[src/rtl/mips_multicycle_controller_if.sv]
// Control bus between the multi-cycle MIPS controller and its datapath.
// The controller uses the master modport; the datapath (or a bench) uses slave.
interface mips_multicycle_controller_if;
    logic [5:0] opc;
    logic       MemReady;
    logic       PCWrite;
    logic       PCWriteCond;
    logic       IorD;
    logic       MemRead;
    logic       MemWrite;
    logic       IRWrite;
    logic       MemtoReg;
    logic       RegWrite;
    logic       RegDst;
    logic       AluSrcA;
    logic [1:0] PCSource;
    logic [1:0] AluSrcB;
    logic [1:0] AluOp;
    logic       IllegalOp;
    logic [3:0] State;

    modport master (
        input  opc, MemReady,
        output PCWrite, PCWriteCond, IorD, MemRead, MemWrite, IRWrite,
               MemtoReg, RegWrite, RegDst, AluSrcA, PCSource, AluSrcB,
               AluOp, IllegalOp, State
    );

    modport slave (
        output opc, MemReady,
        input  PCWrite, PCWriteCond, IorD, MemRead, MemWrite, IRWrite,
               MemtoReg, RegWrite, RegDst, AluSrcA, PCSource, AluSrcB,
               AluOp, IllegalOp, State
    );
endinterface

[src/rtl/mips_multicycle_controller.sv]
// Main control FSM for the multi-cycle MIPS datapath.
// Build option: define IMM_ARITH_EN to add the addi/slti path (IEXEC/IWB).
//
// state  | meaning
// FETCH  | read instruction, PC+4 (waits on MemReady)
// DECODE | register read, branch target into ALUOut
// MEMADR | effective address for lw/sw
// MEMRD  | data read (waits on MemReady)
// MEMWB  | load result to register file
// MEMWR  | data write (waits on MemReady)
// EXEC   | R-type ALU operation
// RWB    | R-type result to rd
// BRANCH | beq compare, conditional PC update
// JUMP   | PC <- jump address
// IEXEC  | addi/slti ALU operation
// IWB    | immediate result to rt
module mips_multicycle_controller (
    input logic                          clk,
    input logic                          rst,
    mips_multicycle_controller_if.master bus
);

    typedef enum logic [3:0] {
        S_FETCH  = 4'd0,
        S_DECODE = 4'd1,
        S_MEMADR = 4'd2,
        S_MEMRD  = 4'd3,
        S_MEMWB  = 4'd4,
        S_MEMWR  = 4'd5,
        S_EXEC   = 4'd6,
        S_RWB    = 4'd7,
        S_BRANCH = 4'd8,
        S_JUMP   = 4'd9,
        S_IEXEC  = 4'd10,
        S_IWB    = 4'd11
    } state_t;

    localparam logic [5:0] OP_RTYPE = 6'b000000;
    localparam logic [5:0] OP_LW    = 6'b100011;
    localparam logic [5:0] OP_SW    = 6'b101011;
    localparam logic [5:0] OP_BEQ   = 6'b000100;
    localparam logic [5:0] OP_J     = 6'b000010;
    localparam logic [5:0] OP_ADDI  = 6'b001000;
    localparam logic [5:0] OP_SLTI  = 6'b001010;

    state_t     state, state_next;

    logic       pc_write, pc_write_cond, i_or_d, mem_read, mem_write, ir_write;
    logic       mem_to_reg, reg_write, reg_dst, alu_src_a, illegal_op;
    logic [1:0] pc_source, alu_src_b, alu_op;
    logic [3:0] state_dbg;

    always_ff @(posedge clk) begin
        if (rst) state <= S_FETCH;
        else     state <= state_next;
    end

    always_comb begin
        state_next    = S_FETCH;
        pc_write      = 1'b0;
        pc_write_cond = 1'b0;
        i_or_d        = 1'b0;
        mem_read      = 1'b0;
        mem_write     = 1'b0;
        ir_write      = 1'b0;
        mem_to_reg    = 1'b0;
        reg_write     = 1'b0;
        reg_dst       = 1'b0;
        alu_src_a     = 1'b0;
        illegal_op    = 1'b0;
        pc_source     = 2'b00;
        alu_src_b     = 2'b00;
        alu_op        = 2'b00;
        state_dbg     = state;

        case (state)
            S_FETCH: begin
                mem_read   = 1'b1;
                alu_src_b  = 2'b01;
                // IR and PC update only on the cycle memory delivers the word
                ir_write   = bus.MemReady;
                pc_write   = bus.MemReady;
                state_next = bus.MemReady ? S_DECODE : S_FETCH;
            end
            S_DECODE: begin
                alu_src_b = 2'b11;
                case (bus.opc)
                    OP_RTYPE:      state_next = S_EXEC;
                    OP_LW, OP_SW:  state_next = S_MEMADR;
                    OP_BEQ:        state_next = S_BRANCH;
                    OP_J:          state_next = S_JUMP;
`ifdef IMM_ARITH_EN
                    OP_ADDI, OP_SLTI: state_next = S_IEXEC;
`endif
                    default: begin
                        illegal_op = 1'b1;
                        state_next = S_FETCH;
                    end
                endcase
            end
            S_MEMADR: begin
                alu_src_a  = 1'b1;
                alu_src_b  = 2'b10;
                state_next = (bus.opc == OP_LW) ? S_MEMRD : S_MEMWR;
            end
            S_MEMRD: begin
                mem_read   = 1'b1;
                i_or_d     = 1'b1;
                state_next = bus.MemReady ? S_MEMWB : S_MEMRD;
            end
            S_MEMWB: begin
                reg_write  = 1'b1;
                mem_to_reg = 1'b1;
            end
            S_MEMWR: begin
                mem_write  = 1'b1;
                i_or_d     = 1'b1;
                state_next = bus.MemReady ? S_FETCH : S_MEMWR;
            end
            S_EXEC: begin
                alu_src_a  = 1'b1;
                alu_op     = 2'b10;
                state_next = S_RWB;
            end
            S_RWB: begin
                reg_write = 1'b1;
                reg_dst   = 1'b1;
            end
            S_BRANCH: begin
                alu_src_a     = 1'b1;
                alu_op        = 2'b01;
                pc_write_cond = 1'b1;
                pc_source     = 2'b01;
            end
            S_JUMP: begin
                pc_write  = 1'b1;
                pc_source = 2'b10;
            end
`ifdef IMM_ARITH_EN
            S_IEXEC: begin
                alu_src_a  = 1'b1;
                alu_src_b  = 2'b10;
                alu_op     = (bus.opc == OP_SLTI) ? 2'b11 : 2'b00;
                state_next = S_IWB;
            end
            S_IWB: begin
                reg_write = 1'b1;
            end
`endif
            default: begin
                state_dbg  = 4'd0;
                state_next = S_FETCH;
            end
        endcase

        // Reset blanks every strobe so no write can complete while held
        if (rst) begin
            pc_write      = 1'b0;
            pc_write_cond = 1'b0;
            i_or_d        = 1'b0;
            mem_read      = 1'b0;
            mem_write     = 1'b0;
            ir_write      = 1'b0;
            mem_to_reg    = 1'b0;
            reg_write     = 1'b0;
            reg_dst       = 1'b0;
            alu_src_a     = 1'b0;
            illegal_op    = 1'b0;
            pc_source     = 2'b00;
            alu_src_b     = 2'b00;
            alu_op        = 2'b00;
            state_dbg     = 4'd0;
        end
    end

    assign bus.PCWrite     = pc_write;
    assign bus.PCWriteCond = pc_write_cond;
    assign bus.IorD        = i_or_d;
    assign bus.MemRead     = mem_read;
    assign bus.MemWrite    = mem_write;
    assign bus.IRWrite     = ir_write;
    assign bus.MemtoReg    = mem_to_reg;
    assign bus.RegWrite    = reg_write;
    assign bus.RegDst      = reg_dst;
    assign bus.AluSrcA     = alu_src_a;
    assign bus.PCSource    = pc_source;
    assign bus.AluSrcB     = alu_src_b;
    assign bus.AluOp       = alu_op;
    assign bus.IllegalOp   = illegal_op;
    assign bus.State       = state_dbg;

endmodule
[src/flat_wrapper.sv]
// flat-port wrapper written by rule: the top's interface ports become plain ports
module mips_multicycle_controller_flat 
  (clk, rst, bus_opc, bus_MemReady, bus_PCWrite, bus_PCWriteCond, bus_IorD, bus_MemRead, bus_MemWrite, bus_IRWrite, bus_MemtoReg, bus_RegWrite, bus_RegDst, bus_AluSrcA, bus_PCSource, bus_AluSrcB, bus_AluOp, bus_IllegalOp, bus_State);
  mips_multicycle_controller_if bus_i ();
  input logic clk;
  input logic rst;
  input wire logic [$bits(bus_i.opc)-1:0] bus_opc;
  input wire logic [$bits(bus_i.MemReady)-1:0] bus_MemReady;
  output wire logic [$bits(bus_i.PCWrite)-1:0] bus_PCWrite;
  output wire logic [$bits(bus_i.PCWriteCond)-1:0] bus_PCWriteCond;
  output wire logic [$bits(bus_i.IorD)-1:0] bus_IorD;
  output wire logic [$bits(bus_i.MemRead)-1:0] bus_MemRead;
  output wire logic [$bits(bus_i.MemWrite)-1:0] bus_MemWrite;
  output wire logic [$bits(bus_i.IRWrite)-1:0] bus_IRWrite;
  output wire logic [$bits(bus_i.MemtoReg)-1:0] bus_MemtoReg;
  output wire logic [$bits(bus_i.RegWrite)-1:0] bus_RegWrite;
  output wire logic [$bits(bus_i.RegDst)-1:0] bus_RegDst;
  output wire logic [$bits(bus_i.AluSrcA)-1:0] bus_AluSrcA;
  output wire logic [$bits(bus_i.PCSource)-1:0] bus_PCSource;
  output wire logic [$bits(bus_i.AluSrcB)-1:0] bus_AluSrcB;
  output wire logic [$bits(bus_i.AluOp)-1:0] bus_AluOp;
  output wire logic [$bits(bus_i.IllegalOp)-1:0] bus_IllegalOp;
  output wire logic [$bits(bus_i.State)-1:0] bus_State;
  assign bus_i.opc = bus_opc;
  assign bus_i.MemReady = bus_MemReady;
  assign bus_PCWrite = bus_i.PCWrite;
  assign bus_PCWriteCond = bus_i.PCWriteCond;
  assign bus_IorD = bus_i.IorD;
  assign bus_MemRead = bus_i.MemRead;
  assign bus_MemWrite = bus_i.MemWrite;
  assign bus_IRWrite = bus_i.IRWrite;
  assign bus_MemtoReg = bus_i.MemtoReg;
  assign bus_RegWrite = bus_i.RegWrite;
  assign bus_RegDst = bus_i.RegDst;
  assign bus_AluSrcA = bus_i.AluSrcA;
  assign bus_PCSource = bus_i.PCSource;
  assign bus_AluSrcB = bus_i.AluSrcB;
  assign bus_AluOp = bus_i.AluOp;
  assign bus_IllegalOp = bus_i.IllegalOp;
  assign bus_State = bus_i.State;
  mips_multicycle_controller u_core (.clk(clk), .rst(rst), .bus(bus_i));
endmodule
[config.mk]
export PLATFORM = sky130hd
export DESIGN_NAME = mips_multicycle_controller_flat
export DESIGN_NICKNAME = d
export VERILOG_FILES = /design/src/rtl/mips_multicycle_controller_if.sv /design/src/rtl/mips_multicycle_controller.sv /design/src/flat_wrapper.sv
export SDC_FILE = /design/constraint.sdc
export NUM_CORES = 1
export LEC_CHECK = 0
export CORE_UTILIZATION = 35
export CTS_BUF_LIST = sky130_fd_sc_hd__clkbuf_8
export CTS_CLUSTER_SIZE = 24
export DETAILED_ROUTE_END_ITERATION = 8
export MAX_ROUTING_LAYER = met4
export PLACE_DENSITY = 0.84
export REMOVE_ABC_BUFFERS = 1
export SYNTH_ARGS = -nofsm -noshare
export SYNTH_HDL_FRONTEND = slang
export SYNTH_SLANG_ARGS = --single-unit
[constraint.sdc]
create_clock -name clk -period 1.7 [get_ports clk]
set_input_delay 0.425 -clock clk [delete_from_list [all_inputs] [get_ports clk]]
set_output_delay 0.425 -clock clk [all_outputs]
set_load 0.02 [all_outputs]
; ---- After elaboration in Yosys (flattened, before gate mapping)
; Cells that the tools add are included.
[word_totals]
register_bits = 4
in_bits = 9
[classes]
n_eq_ne = 13
n_mux = 37
n_reduce_logical = 9
[op_table]
columns = operator, n
row1 = case mux 4 bit (6 select lines), 1
row2 = two-way mux 1 bit, 23
row3 = == test 4 x 3 -> 1 bit (second input constant), 4
row4 = case mux 4 bit (4 select lines), 1
row5 = == test 6 bit (second input constant), 2
row6 = OR reduction 10 bit, 1
row7 = two-way mux 3 bit, 3
row8 = == test 4 x 2 -> 1 bit (second input constant), 2
row9 = == test 4 bit (second input constant), 2
row10 = two-way mux 4 bit, 2
row11 = case mux 2 bit (2 select lines), 2
row12 = OR reduction 2 bit, 4
row13 = == test 6 x 2 -> 1 bit (second input constant), 1
row14 = == test 6 x 3 -> 1 bit (second input constant), 1
row15 = logical NOT 6 bit, 1
row16 = two-way mux 2 bit, 3
row17 = case mux 2 bit (3 select lines), 1
row18 = OR reduction 5 bit, 1
row19 = == test 4 x 1 -> 1 bit (second input constant), 1
row20 = logical NOT 4 bit, 1
row21 = OR reduction 3 bit, 1
row22 = case mux 1 bit (2 select lines), 1

; ---- Longest topological paths before layout
; Gate-level depths: netlist of the first run.
[logic_depth]
ltp_word = 5
depth_mapped = 5
mapped_depth_nobuf = 4

; ---- Worst setup path after synthesis of the first run
; Ideal clock, no wire load.
[synth_path]
path_type = input -> output
startpoint = input port rst
endpoint = output port bus_AluOp[0]
t_arrival_ns = 1.738
required_time_ns = 1.275
setup_slack_ns = -0.463
path_stages = 3
path_buffers = 1
path_cell_list = nor4b_2 -> nor2b_1 -> buf_4
[synth_via]
elab_chain_cells = 1
[synth_lines]
columns = item, line_no
row1 = start: declaration, flat_wrapper.sv:6  ; input logic rst;
row2 = two-way mux 2 bit, mips_multicycle_controller.sv:157  ; if (rst) begin
row3 = end: declaration, flat_wrapper.sv:21  ; output wire logic [$bits(bus_i.AluOp)-1:0] bus_AluOp;
; No other way between the ends.

; ---- Final worst setup path of the first run
[layout_path]
startpoint = register u_core.state[1]
endpoint = output port bus_PCWrite
[layout_via]
elab_chain_cells = 3
word_cells_on_any_way = 4
cone_classes = eq/ne (1) / mux (2) / reduce/logical (1)
[layout_lines]
columns = item, line_no
row1 = start: declaration, mips_multicycle_controller.sv:46  ; state_t state, state_next;
row2 = start signal: assignment, mips_multicycle_controller.sv:55  ; else state <= state_next;
row3 = == test 4 bit or logical NOT 4 bit (tied branches), mips_multicycle_controller.sv:76  ; case (state)
row4 = case mux 1 bit (2 select lines) (*), mips_multicycle_controller.sv:76
row5 = two-way mux 1 bit (*), mips_multicycle_controller.sv:157
row6 = end: declaration, flat_wrapper.sv:9  ; output wire logic [$bits(bus_i.PCWrite)-1:0] bus_PCWrite;
; Mark *: on every way between the ends. The rest lies on a longest branch, timed or not.

==> results.txt, run 1 <==
outcome = finished, violations left
failing checks = setup timing
area grow syn2layout = 91.3%
Setup Slack @ Placement = -0.966 ns
CP Max Fanout = 4
number of global-route vias before repair = 571
Crit Path Category = reg2out
Cell Chain, Critical Path = nor4_4 > and3b_1 > or2_1 > buf_6
Synth top area share = 16.4%
CTS tree = done
post-route ant nets = 0
MaxCap Viol Count = 0
pin count of the biggest net entering global routing = 10
Setup violations, final = 5
GPL Wtd Cong = 0.835
clock power share = 48.4%
clk sinks = 4
DRC = 0
Least-Margin Pin Slew = 0.386 ns
Pre-antenna DRT Iters = 4
Starting DRT DRC Count = 5
Worst Path Buf+Inv = 1
number of flops mapped to enable cells by yosys = 0
final core utilization = 71.7%
Synth Area per Inst = 7.28 sq um
chip width = 39.3 um
Worst path top cell family by delay = simple AND/OR/NAND/NOR gates
Top reg by flops = u_core.state
Worst EP required = 1.27 ns
first-pass GRT wire length = 2330 um
post-DR wirelength/cell = 11.4 um
post-route minimum period = 1.78 ns
max reg flops = 4
asr flop ratio synth = 0%
leakage = 0.459 nW
final setup skew = 0.000300 ns
total power draw = 0.407 mW
initial antenna violation count = 0
Gate Count Post-Synth = 67
P_sw = 0.106 mW
initial core utilization = 37.5%
Top Registers = u_core.state x4
Synth top cells by count = nor2_1, nand2_1, nor4_1
peak supply drop = 0.235 mV
CTS root buf = clkbuf_8
cell type with the largest total area after synthesis = dfxtp_1
Crit path arrival time = 1.36 ns
DP HPWL = 1100 um
crit start category = flip-flop
headroom to the max-slew limit = 74.1%
Post-CTS Hold Fix Bufs = 0
share of power burned in registers = 23.9%
Power Dens Cells = 436 mW/mm^2
RSZ-0062 raised after global routing = true
die area = 0.00155 sq mm
ys flop type = dfxtp_1
logic gate share of total power = 27.7%
switching share of power = 25.9%
row count = 13
slowest CP cell = dfxtp_4
routed via count = 650
CTS Buf Count = 3
nets = 125
count of final hold-check violations = 0
Yosys Warn Count = 0
H-tree depth = 1
final worst path period share = 105%
ant diodes = 0
Max Clock Freq = 561 MHz
Slew Limit Fails = 0
slowest stage delay, CP = 0.36 ns
synthesized flop and latch total = 4
Seq/Total Area, Yosys = 16.4%
vias per cell = 5.04
Max Buffers Root-to-Sink = 2
worst skew pair latency = 0.21 ns
final worst slack = -0.0812 ns
Hold WC Path Type = reg2reg
drt total wl = 1470 um
GRT Residual Overflow = 0
Syn Std Cell Area = 488 sq um
top cells by area, synth = dfxtp_1, nor4_1, nor2_1
Pint = 0.302 mW
Total GRT Usage = 22.1%
IO Count = 30
clock slew at reported path FFs = 0.03 ns
Min Hold Slack = 0.557 ns
post-synth cell types = 35
most common cell in the netlist = nor2_1
die height = 39.3 um
Crit. End Element = output pin
I/O Buffers = 29
share of cells above drive strength 1 = 52.6%
core outline area = 0.00130 sq mm
## power by group through the flow
stage / Combinational [mW] / Clock (mW) / Sequential, mW
detailed placement: 0.118 / 0 / 0.102
global placement: 0.116 / 0 / 0.101
global route: 0.123 / 0.208 / 0.0977
floorplan: 0.0413 / 0 / 0.103
CTS: 0.112 / 0.201 / 0.0981
finish: 0.113 / 0.197 / 0.0972
## cell type report
type / count / area (sq um)
fill: 119 / 368
timing repair buffer: 50 / 377
tap: 15 / 18.8
clock buffer: 3 / 41.3
inverter: 1 / 3.75
multi-input combinational: 56 / 400
sequential: 4 / 92.6
## logic make-up (layout without fill, tap and decap cells)
logic type	after synthesis	count (layout)	synth area share [%]
DFF	4	4	16.4
xor gates and xnor gates	4	4	7.18
AOI/OAI and AO/OA	10	10	14.1
and+or+nand+nor	42	42	52.1
buffers and inverters	7	54	10.3
## per-layer routing
layer / wire [um] / vias to the layer above / GRT usage, %
li1: - / 337 / -
met4: 0 / 0 / 5.17
met2: 776 / 26 / 42.5
met3: 85 / 0 / 1.70
met1: 604 / 287 / 24.4
met5: 0 / - / -
## path summary, 6_finish.rpt
kind	slack (ns)	to	from	depth (start not counted)
max reg2reg	0.17	u_core.state[0]	u_core.state[1]	6
max	-0.08	bus_PCWrite	u_core.state[1]	4
min	0.56	u_core.state[3]	u_core.state[0]	2
min reg2reg	0.56	u_core.state[3]	u_core.state[0]	2
## cell usage in the layout, fill, tap and decap left out, types with 2 or more instances in the layout
cell | netlist | routed
buf_4 | 2 | 27
buf_2 | 1 | 10
nor2_1 | 8 | 7
nand2_1 | 7 | 6
dlygate4sd2_1 | 0 | 6
nor4_1 | 5 | 5
buf_6 | 2 | 4
clkbuf_8 | 0 | 3
dfxtp_4 | 0 | 3
o21ai_1 | 0 | 2
and3b_1 | 2 | 2
xnor2_1 | 2 | 2
and3_1 | 2 | 2
xor2_1 | 2 | 2
o21ai_0 | 4 | 2
## worst min-delay path: cells and delay by family (launching register included)
kind          cells  cell delay [ns]
flops             1             0.36
simple gates      2             0.16
## per-stage QoR
stage / instance area [sq um] / setup TNS, ns / cells
detailed placement: 901 / -18.06 / 125
floorplan: 442 / -3.17 / 61
finish: 933 / -0.130 / 129
global route: 933 / -0.676 / 129
global placement: 901 / -16.91 / 125
CTS: 941 / -0.290 / 129
## timing repair
action,in CTS,in global routing
setup endpoints to repair,23,20
buffers inserted,1,0
pin swaps,8,5
gates resized for setup,116,12
Note: power is estimated with default switching activity, not from simulation.
==> run 2: changes to the inputs <==
--- a/config.mk
+++ b/config.mk
@@ -7,6 +7,7 @@
 export LEC_CHECK = 0
 export CORE_UTILIZATION = 35
 export CTS_BUF_LIST = sky130_fd_sc_hd__clkbuf_8
+export CTS_CLUSTER_DIAMETER = 60
 export CTS_CLUSTER_SIZE = 24
 export DETAILED_ROUTE_END_ITERATION = 8
 export MAX_ROUTING_LAYER = met4
==> results of run 2 <==
Final layout, timing and power as in run 1 (identical DEF).
